$ cat src/rtl/updown_counter_pkg.sv
// Shared constants and helpers for the up/down counter.
package updown_counter_pkg;

  typedef enum logic {
    DIR_DOWN = 1'b0,
    DIR_UP   = 1'b1
  } dir_e;

  typedef enum logic {
    MODE_WRAP = 1'b0,
    MODE_SAT  = 1'b1
  } mode_e;

  // Load values above the modulus limit are pinned to max_val
  function automatic logic [31:0] clamp_to_max(input logic [31:0] val,
                                               input logic [31:0] max_val);
    return (val > max_val) ? max_val : val;
  endfunction

endpackage

$ cat src/rtl/updown_counter_mod_if.sv
// Control and status bundle of updown_counter_mod.
interface updown_counter_mod_if #(
  parameter int unsigned WIDTH = 4
);
  logic             clr;
  logic             load;
  logic [WIDTH-1:0] load_val;
  logic             en;
  logic             up;
  logic             sat;
  logic             ovf_clr;
  logic [WIDTH-1:0] q;
  logic             tc;
  logic             ovf;

  modport master (
    output clr, load, load_val, en, up, sat, ovf_clr,
    input  q, tc, ovf
  );

  modport slave (
    input  clr, load, load_val, en, up, sat, ovf_clr,
    output q, tc, ovf
  );
endinterface

$ cat src/rtl/updown_counter_mod_prescaler.sv
// Step-tick divider: tick is high on every PRESCALE-th enabled cycle.
module cnt_prescaler #(
  parameter int unsigned PRESCALE = 1
) (
  input  logic clk,
  input  logic rst,
  input  logic clr,
  input  logic en,
  output logic tick
);
  localparam int unsigned CW = (PRESCALE > 1) ? $clog2(PRESCALE) : 1;
  localparam logic [CW-1:0] LAST = CW'(PRESCALE - 1);

  logic [CW-1:0] pre_cnt_q, pre_cnt_d;

  always_comb begin
    pre_cnt_d = pre_cnt_q;
    tick      = en && (pre_cnt_q == LAST);
    if (clr) begin
      pre_cnt_d = '0;
    end else if (en) begin
      pre_cnt_d = tick ? '0 : pre_cnt_q + CW'(1);
    end
  end

  always_ff @(posedge clk) begin
    if (rst) pre_cnt_q <= '0;
    else     pre_cnt_q <= pre_cnt_d;
  end
endmodule

$ cat src/rtl/updown_counter_mod.sv
// Up/down modulus counter with load, wrap/saturate, tc pulse and sticky ovf.
// Optional step prescaler enabled by defining UDCNT_PRESCALE_EN.
module updown_counter_mod
  import updown_counter_pkg::*;
#(
  parameter int unsigned      WIDTH    = 4,
  parameter logic [WIDTH-1:0] MAX      = '1,
  parameter int unsigned      PRESCALE = 1
) (
  input logic                clk,
  input logic                rst,
  updown_counter_mod_if.slave bus
);
  logic [WIDTH-1:0] q_q, q_d;
  logic             tc_q, tc_d;
  logic             ovf_q, ovf_d;
  logic             step_tick;
  logic             boundary;

`ifdef UDCNT_PRESCALE_EN
  // Load also restarts the prescale interval
  cnt_prescaler #(.PRESCALE(PRESCALE)) u_prescaler (
    .clk  (clk),
    .rst  (rst),
    .clr  (bus.clr | bus.load),
    .en   (bus.en),
    .tick (step_tick)
  );
`else
  logic prescale_unused;
  assign prescale_unused = (PRESCALE == 0);
  assign step_tick       = bus.en;
`endif

  always_comb begin
    q_d      = q_q;
    boundary = 1'b0;
    if (bus.clr) begin
      q_d = '0;
    end else if (bus.load) begin
      q_d = WIDTH'(clamp_to_max(32'(bus.load_val), 32'(MAX)));
    end else if (step_tick) begin
      if (bus.up == DIR_UP) begin
        if (q_q >= MAX) begin
          boundary = 1'b1;
          q_d      = (bus.sat == MODE_SAT) ? MAX : '0;
        end else begin
          q_d = q_q + WIDTH'(1);
        end
      end else begin
        if (q_q == '0) begin
          boundary = 1'b1;
          q_d      = (bus.sat == MODE_SAT) ? '0 : MAX;
        end else begin
          q_d = q_q - WIDTH'(1);
        end
      end
    end
    tc_d  = boundary;
    // A boundary event in the same cycle as ovf_clr keeps the flag set
    ovf_d = boundary ? 1'b1 : (bus.ovf_clr ? 1'b0 : ovf_q);
  end

  always_ff @(posedge clk) begin
    if (rst) begin
      q_q   <= '0;
      tc_q  <= 1'b0;
      ovf_q <= 1'b0;
    end else begin
      q_q   <= q_d;
      tc_q  <= tc_d;
      ovf_q <= ovf_d;
    end
  end

  assign bus.q   = q_q;
  assign bus.tc  = tc_q;
  assign bus.ovf = ovf_q;
endmodule

$ cat src/flat_wrapper.sv
// flat-port wrapper written by rule: the top's interface ports become plain ports
module updown_counter_mod_flat import updown_counter_pkg::*;
#(
  parameter int unsigned      WIDTH    = 4,
  parameter logic [WIDTH-1:0] MAX      = '1,
  parameter int unsigned      PRESCALE = 1
)
  (clk, rst, bus_clr, bus_load, bus_load_val, bus_en, bus_up, bus_sat, bus_ovf_clr, bus_q, bus_tc, bus_ovf);
  updown_counter_mod_if #(.WIDTH(WIDTH)) bus_i ();
  input logic clk;
  input logic rst;
  input wire logic [$bits(bus_i.clr)-1:0] bus_clr;
  input wire logic [$bits(bus_i.load)-1:0] bus_load;
  input wire logic [$bits(bus_i.load_val)-1:0] bus_load_val;
  input wire logic [$bits(bus_i.en)-1:0] bus_en;
  input wire logic [$bits(bus_i.up)-1:0] bus_up;
  input wire logic [$bits(bus_i.sat)-1:0] bus_sat;
  input wire logic [$bits(bus_i.ovf_clr)-1:0] bus_ovf_clr;
  output wire logic [$bits(bus_i.q)-1:0] bus_q;
  output wire logic [$bits(bus_i.tc)-1:0] bus_tc;
  output wire logic [$bits(bus_i.ovf)-1:0] bus_ovf;
  assign bus_i.clr = bus_clr;
  assign bus_i.load = bus_load;
  assign bus_i.load_val = bus_load_val;
  assign bus_i.en = bus_en;
  assign bus_i.up = bus_up;
  assign bus_i.sat = bus_sat;
  assign bus_i.ovf_clr = bus_ovf_clr;
  assign bus_q = bus_i.q;
  assign bus_tc = bus_i.tc;
  assign bus_ovf = bus_i.ovf;
  updown_counter_mod #(.WIDTH(WIDTH), .MAX(MAX), .PRESCALE(PRESCALE)) u_core (.clk(clk), .rst(rst), .bus(bus_i));
endmodule
$ cat config.mk
export PLATFORM = sky130hd
export DESIGN_NAME = updown_counter_mod_flat
export DESIGN_NICKNAME = d
export VERILOG_FILES = /design/src/rtl/updown_counter_pkg.sv /design/src/rtl/updown_counter_mod_if.sv /design/src/rtl/updown_counter_mod_prescaler.sv /design/src/rtl/updown_counter_mod.sv /design/src/flat_wrapper.sv
export SDC_FILE = /design/constraint.sdc
export NUM_CORES = 1
export LEC_CHECK = 0
export CELL_PAD_IN_SITES_DETAIL_PLACEMENT = 2
export CELL_PAD_IN_SITES_GLOBAL_PLACEMENT = 2
export CORE_AREA = 2 2 53 50
export DETAILED_ROUTE_END_ITERATION = 6
export DIE_AREA = 0 0 55 52
export GPL_TIMING_DRIVEN = 0
export PLACE_DENSITY = 0.85
export SYNTH_ARGS = -nofsm -noshare
export SYNTH_HDL_FRONTEND = slang
export SYNTH_HIERARCHICAL = 1
export SYNTH_SLANG_ARGS = --single-unit
$ cat constraint.sdc
create_clock -name clk -period 2.15 [get_ports clk]
set_input_delay 0.215 -clock clk [delete_from_list [all_inputs] [get_ports clk]]
set_output_delay 0.215 -clock clk [all_outputs]
set_load 0.02 [all_outputs]
==> results.md, run 1 <==
- Hold WC Path Type: in2reg
- Most common cell on crit path: a21oi_1
- Area contributors post-synth: dfxtp_1 23%, a21oi_1 6.6%, buf_6 6.4%, ha_1 4.7%, inv_1 4.3%
- Relative slew slack: 0.7061
- Worst-Margin Slew: 0.4347 ns
- Ys flop type: dfxtp_1
- #FFs+latches synth: 6
- Worst Hold Launch: bus_up
- Total power: 0.3416 mW
- Most frequent cell after synthesis: a21oi_1
- Critical path class: reg2reg
- Gate Count Post-Synth: 66
- Setup crit end kind: flip-flop
- CTS Buf Count: 3
- Clock Latency Late Sink: 0.25 ns
- First-pass GRT wire length: 3.001 mm
- Placed insts: 110
- Largest net degree at the start of global routing: 11
- RSZ-0062 raised after global routing: false
- Peak supply drop: 0.2707 mV
- DRC violations left: 0
- R2r startpoint: u_core/bus.q[0]$_SDFFE_PP0P_
- Switching Share: 0.3132
- Crit path from: u_core/bus.q[0]$_SDFFE_PP0P_
- Fmax: 579.9 MHz
- Yosys top cell by area: dfxtp_1
- CP Max Fanout: 7
- Io pins: 18
- Hold_ws: 0.2888 ns
- Setup TNS: 0 ns
- Post-synth top cells: 7 x a21oi_1, 6 x dfxtp_1, 6 x inv_1
- Final Max Tran Viols: 0
- H-tree depth: 1
- Status: completed
- Pwr dens: 458.0 nW/um^2
- Final WS setup: 0.4255 ns
- Compound-Gate Fraction of Synth Area: 0.3578
- CTS sink cnt: 6
- Synth cell types: 31
- CP Data Required Time: 2.28 ns
- Synth Area in Adders: 0.04739
- Rows: 17
- Int Power: 0.2346 mW
- DIE HEIGHT: 52 um
- Clock slew at reported path FFs: 0.05 ns
- Placement Cell Area: 723.2 sq um
- Slowest cell delay on critical path: 0.46 ns
- Die area: 2860 sq um
- Area growth syn-to-layout: 41.23%
- Average size of a mapped cell: 8.000 sq um
- Asr flop ratio synth: 0
- Drt first-iter violations: 9
- Max-cap violations: 0
- GP Congestion: 0.7372
- Setup Skew: 0.009786 ns
- DR WL/cell: 16.81 um
- Antenna viol nets, final: 0
- I/O Buffers: 16
- Finished Cell Area: 745.7 sq um
- Postcts setup bufs: 0
- CTS tree: done
- Dpl ws: 0.4089 ns
- Worst EP arrival: 1.85 ns
- Seq pwr share: 0.362
- Initial antenna violation count: 0
- Final setup fails: 0
- Synth Net Count: 80
- Sequential fraction of the synthesis area: 0.2275
- Post-Synth XOR/XNOR Area: 0
- Share of layout cells above drive strength 1: 0.1059
- Dpl hpwl: 1.487 mm
- Synth warn: 6
- Hold Buf Count CTS: 0
- Switching power: 0.1070 mW
- Total gr overflow: 0
- Clk network pwr share: 0.323
- Die X: 55 um
- Layout Utilization: 0.3187
- CP Cell Sequence: inv_1 -> ha_1 -> nor4b_1 -> a221o_1 -> a21oi_1 -> a21oi_1
- Vias/cell: 5.469
- Mux cell area share after synthesis: 0.01896
- Drt first pass iters: 4
- Gr usage total: 0.1521
- Area share of the leading cell type in the synthesized netlist: 0.2275
- Initial core utilization: 0.2257
- Clock tree root driver cell: clkbuf_4
- Largest family of logic cells by synthesized area: compound AO/OA/AOI/OAI gates
- Leakage: 0.3022 nW
- Core area: 2340 sq um
- Tcrit/Tclk final: 0.8021
- Diode count: 0
- Number of flops mapped to enable cells by yosys: 0
- Clk buf depth: 2
- Cell Area, Synth: 528.0 sq um
- Final wirelength: 1.900 mm
- Vias in the first global route: 599
- Combinational share of power: 0.315
- Final instance count without filler cells: 113
- Final hold viol count: 0
- Final min period: 1.725 ns
- Startpoint Class: flip-flop
- Routed vias: 618
- Final #Nets: 101
- Post-CTS Resized: 0
- Slowest CP cell: dfxtp_1
- Post-Synth Simple-Gate Area: 0.2417
[cells in the final DEF, fill, tap and decap left out, types with 2 or more instances in the layout]
| cell type | synthesis | final |
|---|---|---|
| clkbuf_4 | 0 | 3 |
| o21ai_0 | 2 | 2 |
| o211ai_1 | 2 | 2 |
| a21o_1 | 2 | 2 |
| nand4b_1 | 2 | 2 |
| nand2_1 | 3 | 3 |
| and3_2 | 2 | 2 |
| buf_6 | 3 | 3 |
| nor3_1 | 3 | 3 |
| nor3b_1 | 2 | 2 |
| nand3_1 | 2 | 2 |
| ha_1 | 2 | 2 |
| nor2_1 | 4 | 4 |
| clkdlybuf4s50_1 | 0 | 16 |
| a21oi_1 | 7 | 7 |
| dfxtp_1 | 6 | 6 |
| inv_1 | 6 | 6 |
| a221o_1 | 2 | 2 |
| a211o_1 | 2 | 2 |
[path summary, 6_finish.rpt]
kind | slack [ns] | cells after the start | to
max | 0.43 | 6 | u_core/bus.q[0]$_SDFFE_PP0P_
min | 0.29 | 3 | u_core/bus.q[1]$_SDFFE_PP0P_
max reg2reg | 0.43 | 6 | u_core/bus.q[0]$_SDFFE_PP0P_
min reg2reg | 0.46 | 1 | u_core/bus.ovf$_SDFFE_PP0P_
[area by class of cell]
type	instances	area (sq um)
plain buffers	3	33.78
clock buffers	3	22.52
fillers	282	1594
inverters	6	22.52
multi-input cells	51	351.6
flip-flops and latches	6	120.1
well taps	28	35.03
repair buffers	16	160.2
[logic make-up after synthesis]
logic type,count (synthesis)
flip-flops,6
AND/OR/NAND/NOR,21
adder cells (fa/ha/maj),2
multiplexers,1
AO/OA/AOI/OAI,27
buffers and inverters,9
[power groups by stage]
stage / clock [mW] / sequential [mW] / combinational [mW]
floorplan: 0 / 0.129 / 0.0557
global placement: 0 / 0.126 / 0.104
detailed placement: 0 / 0.126 / 0.107
CTS: 0.113 / 0.124 / 0.108
global route: 0.119 / 0.125 / 0.118
finish: 0.110 / 0.124 / 0.108
[routing by layer]
metal / part of all wire / global-route usage / vias up
li1: - / - / 300
met2: 0.48 / 0.2321 / 13
met5: 0 / 0 / -
met4: 0 / 0.02439 / 0
met3: 0.047 / 0.06322 / 0
met1: 0.47 / 0.2014 / 305
[sequential cells by signal, summed over array words and instances (netlist names)]
register / cells
u_core/bus.ovf: 1
u_core/bus.tc: 1
u_core/bus.q: 4
[worst max-delay path: cells and delay by family, from the launching register on]
| family | cells | cell delay (ns) |
|---|---|---|
| AND/OR/NAND/NOR | 1 | 0.19 |
| AO/OA/AOI/OAI | 3 | 0.50 |
| flip-flops | 1 | 0.46 |
| adder cells (fa/ha/maj) | 1 | 0.30 |
| buffers and inverters | 1 | 0.15 |
(Power assumes the default switching activity.)
==> inputs of run 2 (changes only) <==
CORE_AREA = 2 2 56 53   (was 2 2 53 50)
DIE_AREA = 0 0 58 55   (was 0 0 55 52)
PLACE_DENSITY = 0.8   (was 0.85)
clock period = 1.53 ns   (was 2.15 ns; I/O delays follow)
==> results.md, run 2 (same netlist as run 1, synthesis figures left out) <==
- Peak supply drop: 0.3064 mV (was 0.2707 mV)
- Die area: 3190 sq um (was 2860 sq um)
- Diode count: 0 (unchanged)
- Pwr dens: 638.9 nW/um^2 (was 458.0 nW/um^2)
- Clk buf depth: 2 (unchanged)
- Dpl ws: -0.1153 ns (was 0.4089 ns)
- Clock tree root driver cell: clkbuf_4 (unchanged)
- Final WS setup: 0.04328 ns (was 0.4255 ns)
- Final wirelength: 1.973 mm (was 1.900 mm)
- GP Congestion: 0.7819 (was 0.7372)
- Clock Latency Late Sink: 0.27 ns (was 0.25 ns)
- Worst Hold Launch: bus_up (unchanged)
- First-pass GRT wire length: 2.987 mm (was 3.001 mm)
- Final min period: 1.487 ns (was 1.725 ns)
- Setup crit end kind: flip-flop (unchanged)
- Final Max Tran Viols: 0 (unchanged)
- Routed vias: 625 (was 618)
- Drt first-iter violations: 7 (was 9)
- Initial core utilization: 0.2021 (was 0.2257)
- Finished Cell Area: 823.3 sq um (was 745.7 sq um)
- Leakage: 0.3586 nW (was 0.3022 nW)
- Status: completed (unchanged)
- Worst EP arrival: 1.64 ns (was 1.85 ns)
- Final setup fails: 0 (unchanged)
- Max reg flops: 4 (unchanged)
- CP Max Fanout: 6 (was 7)
- Rows: 18 (was 17)
- Antenna viol nets, final: 0 (unchanged)
- Largest net degree at the start of global routing: 11 (unchanged)
- Share of layout cells above drive strength 1: 0.2386 (was 0.1059)
- Max-cap violations: 0 (unchanged)
- CTS sink cnt: 6 (unchanged)
- Vias/cell: 5.297 (was 5.469)
- DIE HEIGHT: 55 um (was 52 um)
- Area growth syn-to-layout: 55.92% (was 41.23%)
- Critical path class: reg2reg (unchanged)
- Commonest cells after routing, fill and taps aside: 14 x clkdlybuf4s50_1, 6 x a21oi_1, 4 x inv_1, 4 x nor2_1 (was 16 x clkdlybuf4s50_1, 7 x a21oi_1, 6 x inv_1, 6 x dfxtp_1, 4 x nor2_1)
- R2r startpoint: u_core/bus.q[0]$_SDFFE_PP0P_ (unchanged)
- Worst-Margin Slew: 0.4009 ns (was 0.4347 ns)
- I/O Buffers: 16 (unchanged)
- Startpoint Class: flip-flop (unchanged)
- Fillers: 300 (was 282)
- CTS tree: done (unchanged)
- Fmax: 672.6 MHz (was 579.9 MHz)
- Die X: 58 um (was 55 um)
- CTS Buf Count: 3 (unchanged)
- Io pins: 18 (unchanged)
- Gr usage total: 0.1312 (was 0.1521)
- Final #Nets: 103 (was 101)
- Commonest non-fill, non-tap cell in the layout: clkdlybuf4s50_1 (unchanged)
- Relative slew slack: 0.7292 (was 0.7061)
- CP Data Required Time: 1.69 ns (was 2.28 ns)
- Vias in the first global route: 594 (was 599)
- Setup Skew: 0.01859 ns (was 0.009786 ns)
- Hold_ws: 0.2029 ns (was 0.2888 ns)
- FF/Latch Area: 128.9 sq um (was 120.1 sq um)
- Hold WC Path Type: in2reg (unchanged)
- Multi-input logic area: 390.4 sq um (was 351.6 sq um)
- Total power: 0.5260 mW (was 0.3416 mW)
- DRC violations left: 0 (unchanged)
- Crit path from: u_core/bus.q[0]$_SDFFE_PP0P_ (unchanged)
- Placement Cell Area: 730.7 sq um (was 723.2 sq um)
- Clock slew at reported path FFs: 0.06 ns (was 0.05 ns)
- Tcrit/Tclk final: 0.9717 (was 0.8021)
- Total gr overflow: 0 (unchanged)
- Drt first pass iters: 3 (was 4)
- Core area: 2613 sq um (was 2340 sq um)
- Final hold viol count: 0 (unchanged)
- DR WL/cell: 16.72 um (was 16.81 um)
- Initial antenna violation count: 0 (unchanged)
- RSZ-0062 raised after global routing: false (unchanged)
- H-tree depth: 1 (unchanged)
- Dpl hpwl: 1.446 mm (was 1.487 mm)
==> run 2: cell types whose count changed in the layout (fill, tap and decap cells not counted), moves of 2 or more <==
cell	previous run	this run
clkdlybuf4s50_1	16	14
dfxtp_1	6	3
buf_4	0	2
inv_1	6	4
dlymetal6s2s_1	0	2
ha_1	2	0
dfxtp_4	0	2
==> run 2: path summary, 6_finish.rpt <==
path	endpoint	slack, ns	cells past startpoint
worst max register to register	u_core/bus.q[0]$_SDFFE_PP0P_	0.04	6
worst min-delay path	u_core/bus.q[1]$_SDFFE_PP0P_	0.20	3
worst min register to register	u_core/bus.ovf$_SDFFE_PP0P_	0.45	1
worst max-delay path	u_core/bus.q[0]$_SDFFE_PP0P_	0.04	6
==> run 2: metrics by stage <==
stage	TNS, ns	instances	utilization
2_1_floorplan	0	66	-
3_3_place_gp	-0.3450	112	0.2797
3_5_place_dp	-0.3536	112	0.2797
4_1_cts	0	116	0.2984
5_1_grt	0	118	0.3151
6_report	0	118	0.3151
==> run 2: what timing repair did <==
action                     4_1_cts  5_1_grt
setup buffers                    0        2
setup endpoints to repair        6        5
hold endpoints to repair         0        0
hold buffers                     0        0
pin swaps                        0        1
gates resized for setup          5        8
==> run 2: critical path, stage by stage (launching register included) <==
cell        delay (ns)
dfxtp_4           0.39
clkinvlp_4        0.13
ha_4              0.20
nor4b_4           0.14
a221o_1           0.33
a21oi_2           0.12
a21oi_1           0.07
==> run 2: metal layers <==
layer | vias up | GRT usage | wire, um
met1 | 304 | 0.1643 | 896
met2 | 15 | 0.2197 | 957
met4 | 0 | 0.08140 | 45
li1 | 301 | - | -
met5 | - | 0 | 0
met3 | 5 | 0.01395 | 73
==> run 2: report_power, final <==
| part | internal, mW | switching [mW] |
|---|---|---|
| Combinational | 0.0904 | 0.0814 |
| Clock | 0.100 | 0.0796 |
| Sequential | 0.162 | 0.0125 |
==> run 2: cell type report <==
cell class | count | area share
flip-flops and latches | 6 | 0.1565
well taps | 30 | 0.04559
multi-input cells | 51 | 0.4742
plain buffers | 3 | 0.04103
inverters | 6 | 0.03191
clock buffers | 4 | 0.03191
repair buffers | 18 | 0.2188
==> inputs of run 3 (changes only) <==
CORE_AREA = 4 4 58 55   (was 2 2 56 53)
DIE_AREA = 0 0 62 59   (was 0 0 58 55)
RECOVER_POWER = 50   (was unset)
==> results.md, run 3 (same netlist as run 1, synthesis figures left out) <==
- Status: completed (unchanged)
- Fmax: 663.9 MHz (was 672.6 MHz)
- H-tree depth: 1 (unchanged)
- Routed vias: 612 (was 625)
- Tcrit/Tclk final: 0.9845 (was 0.9717)
- Initial core utilization: 0.2004 (was 0.2021)
- CP Data Required Time: 1.68 ns (was 1.69 ns)
- Final setup fails: 0 (unchanged)
- Area growth syn-to-layout: 53.55% (was 55.92%)
- Drt first pass iters: 4 (was 3)
- Die area: 3658 sq um (was 3190 sq um)
- Placement Cell Area: 730.7 sq um (unchanged)
- Die X: 62 um (was 58 um)
- Worst-Margin Slew: 0.3810 ns (was 0.4009 ns)
- Finished Cell Area: 810.8 sq um (was 823.3 sq um)
- Final #Nets: 103 (unchanged)
- Commonest non-fill, non-tap cell in the layout: clkdlybuf4s50_1 (unchanged)
- Final min period: 1.506 ns (was 1.487 ns)
- Switching Share: 0.3276 (was 0.3299)
- Combinational share of power: 0.327 (about the same)
- Int Power: 0.3489 mW (was 0.3524 mW)
- Clk network pwr share: 0.339 (was 0.342)
- Setup TNS: 0 ns (unchanged)
- Setup crit end kind: flip-flop (unchanged)
- Fillers: 299 (was 300)
- DIE HEIGHT: 59 um (was 55 um)
- Leakage: 0.3200 nW (was 0.3586 nW)
- Hold_ws: 0.2048 ns (was 0.2029 ns)
- Antenna viol nets, final: 0 (unchanged)
- Initial antenna violation count: 0 (unchanged)
- Clock slew at reported path FFs: 0.06 ns (about the same)
- Io pins: 18 (unchanged)
- GP Congestion: 0.7975 (was 0.7819)
- Core area: 2635 sq um (was 2613 sq um)
- Rows: 18 (unchanged)
- Clock Latency Late Sink: 0.27 ns (about the same)
- Worst Hold Launch: bus_up (unchanged)
- Peak supply drop: 0.3406 mV (was 0.3064 mV)
- Pwr dens: 640.0 nW/um^2 (was 638.9 nW/um^2)
- Total gr overflow: 0 (unchanged)
- CTS sink cnt: 6 (unchanged)
- RSZ-0062 raised after global routing: true (was false)
- Startpoint Class: flip-flop (unchanged)
- Commonest cells after routing, fill and taps aside: 15 x clkdlybuf4s50_1, 6 x a21oi_1, 4 x inv_1, 4 x nor2_1, 4 x dfxtp_1 (was 14 x clkdlybuf4s50_1, 6 x a21oi_1, 4 x inv_1, 4 x nor2_1)
- Share of layout cells above drive strength 1: 0.2386 (unchanged)
- Dpl hpwl: 1.497 mm (was 1.446 mm)
- Switching power: 0.1700 mW (was 0.1735 mW)
- Critical path class: reg2reg (unchanged)
- Diode count: 0 (unchanged)
- CTS Buf Count: 3 (unchanged)
- Relative slew slack: 0.7427 (was 0.7292)
- Setup Skew: 0.01998 ns (was 0.01859 ns)
- Clock tree root driver cell: clkbuf_4 (unchanged)
- Final hold viol count: 0 (unchanged)
- Layout Utilization: 0.3077 (was 0.3151)
- Final wirelength: 2.039 mm (was 1.973 mm)
- Total power: 0.5189 mW (was 0.5260 mW)
- Crit path from: u_core/bus.q[0]$_SDFFE_PP0P_ (unchanged)
- First-pass GRT wire length: 3.187 mm (was 2.987 mm)
- Worst EP arrival: 1.66 ns (was 1.64 ns)
- Vias/cell: 5.186 (was 5.297)
- I/O Buffers: 16 (unchanged)
- Gr usage total: 0.1225 (was 0.1312)
- Hold Buf Count CTS: 0 (unchanged)
- CP Max Fanout: 5 (was 6)
- Hold WC Path Type: in2reg (unchanged)
- Clk buf depth: 2 (unchanged)
- Max-cap violations: 0 (unchanged)
- Final Max Tran Viols: 0 (unchanged)
- Max reg flops: 4 (unchanged)
- CTS tree: done (unchanged)
- DRC violations left: 0 (unchanged)
- Seq pwr share: 0.334 (was 0.332)
- Largest net degree at the start of global routing: 11 (unchanged)
- DR WL/cell: 17.28 um (was 16.72 um)
- R2r startpoint: u_core/bus.q[0]$_SDFFE_PP0P_ (unchanged)
- Drt first-iter violations: 8 (was 7)
- Vias in the first global route: 644 (was 594)
run 3: worst paths after layout:
path	to	slack, ns	cells past startpoint
max	u_core/bus.q[0]$_SDFFE_PP0P_	0.02	6
min	u_core/bus.q[1]$_SDFFE_PP0P_	0.20	3
max reg2reg	u_core/bus.q[0]$_SDFFE_PP0P_	0.02	6
min reg2reg	u_core/bus.ovf$_SDFFE_PP0P_	0.45	1
run 3: area by class of cell:
cell class              instances  area, sq um  share of cell area
flip-flops and latches          6        127.6              0.1574
repair buffers                 18        173.9              0.2145
plain buffers                   3        33.78             0.04167
well taps                      30        37.54             0.04630
clock buffers                   4        26.28             0.03241
inverters                       6        26.28             0.03241
multi-input cells              51        385.4              0.4753
run 3: repair_timing:
action | CTS | global route
endpoints found under the setup margin | 7 | 4
resized for setup | 6 | 5
gates cloned | 0 | 0
pin swaps | 0 | 1
buffers inserted | 0 | 2
endpoints found under the hold margin | 0 | 0
run 3: per-layer routing:
layer,vias up,routed length (um),track usage
met2,11,962,0.1805
met3,4,80,0.04575
met4,0,23,0.03636
li1,299,-,-
met1,298,973,0.1651
met5,-,0,0
run 3: critical path, cell delays in order, from the launching register on:
cell and delay [ns]:
dfxtp_4 0.39, clkinvlp_4 0.13, ha_4 0.20, nor4b_2 0.17
a221o_1 0.32, a21oi_2 0.10, a21oi_1 0.07
run 3: power by group through the flow:
stage               Combinational (mW)  Clock [mW]  Sequential [mW]
CTS                              0.161       0.186            0.174
global placement                 0.147           0            0.176
global route                     0.183       0.195            0.175
floorplan                       0.0783           0            0.181
detailed placement               0.152           0            0.177
finish                           0.170       0.176            0.173
run 3: per-stage QoR:
step	setup slack, ns	cells
6_report	0.02367	118
5_1_grt	-0.02766	118
4_1_cts	0.01484	116
3_5_place_dp	-0.1618	112
3_3_place_gp	-0.1933	112
2_1_floorplan	0.04205	66
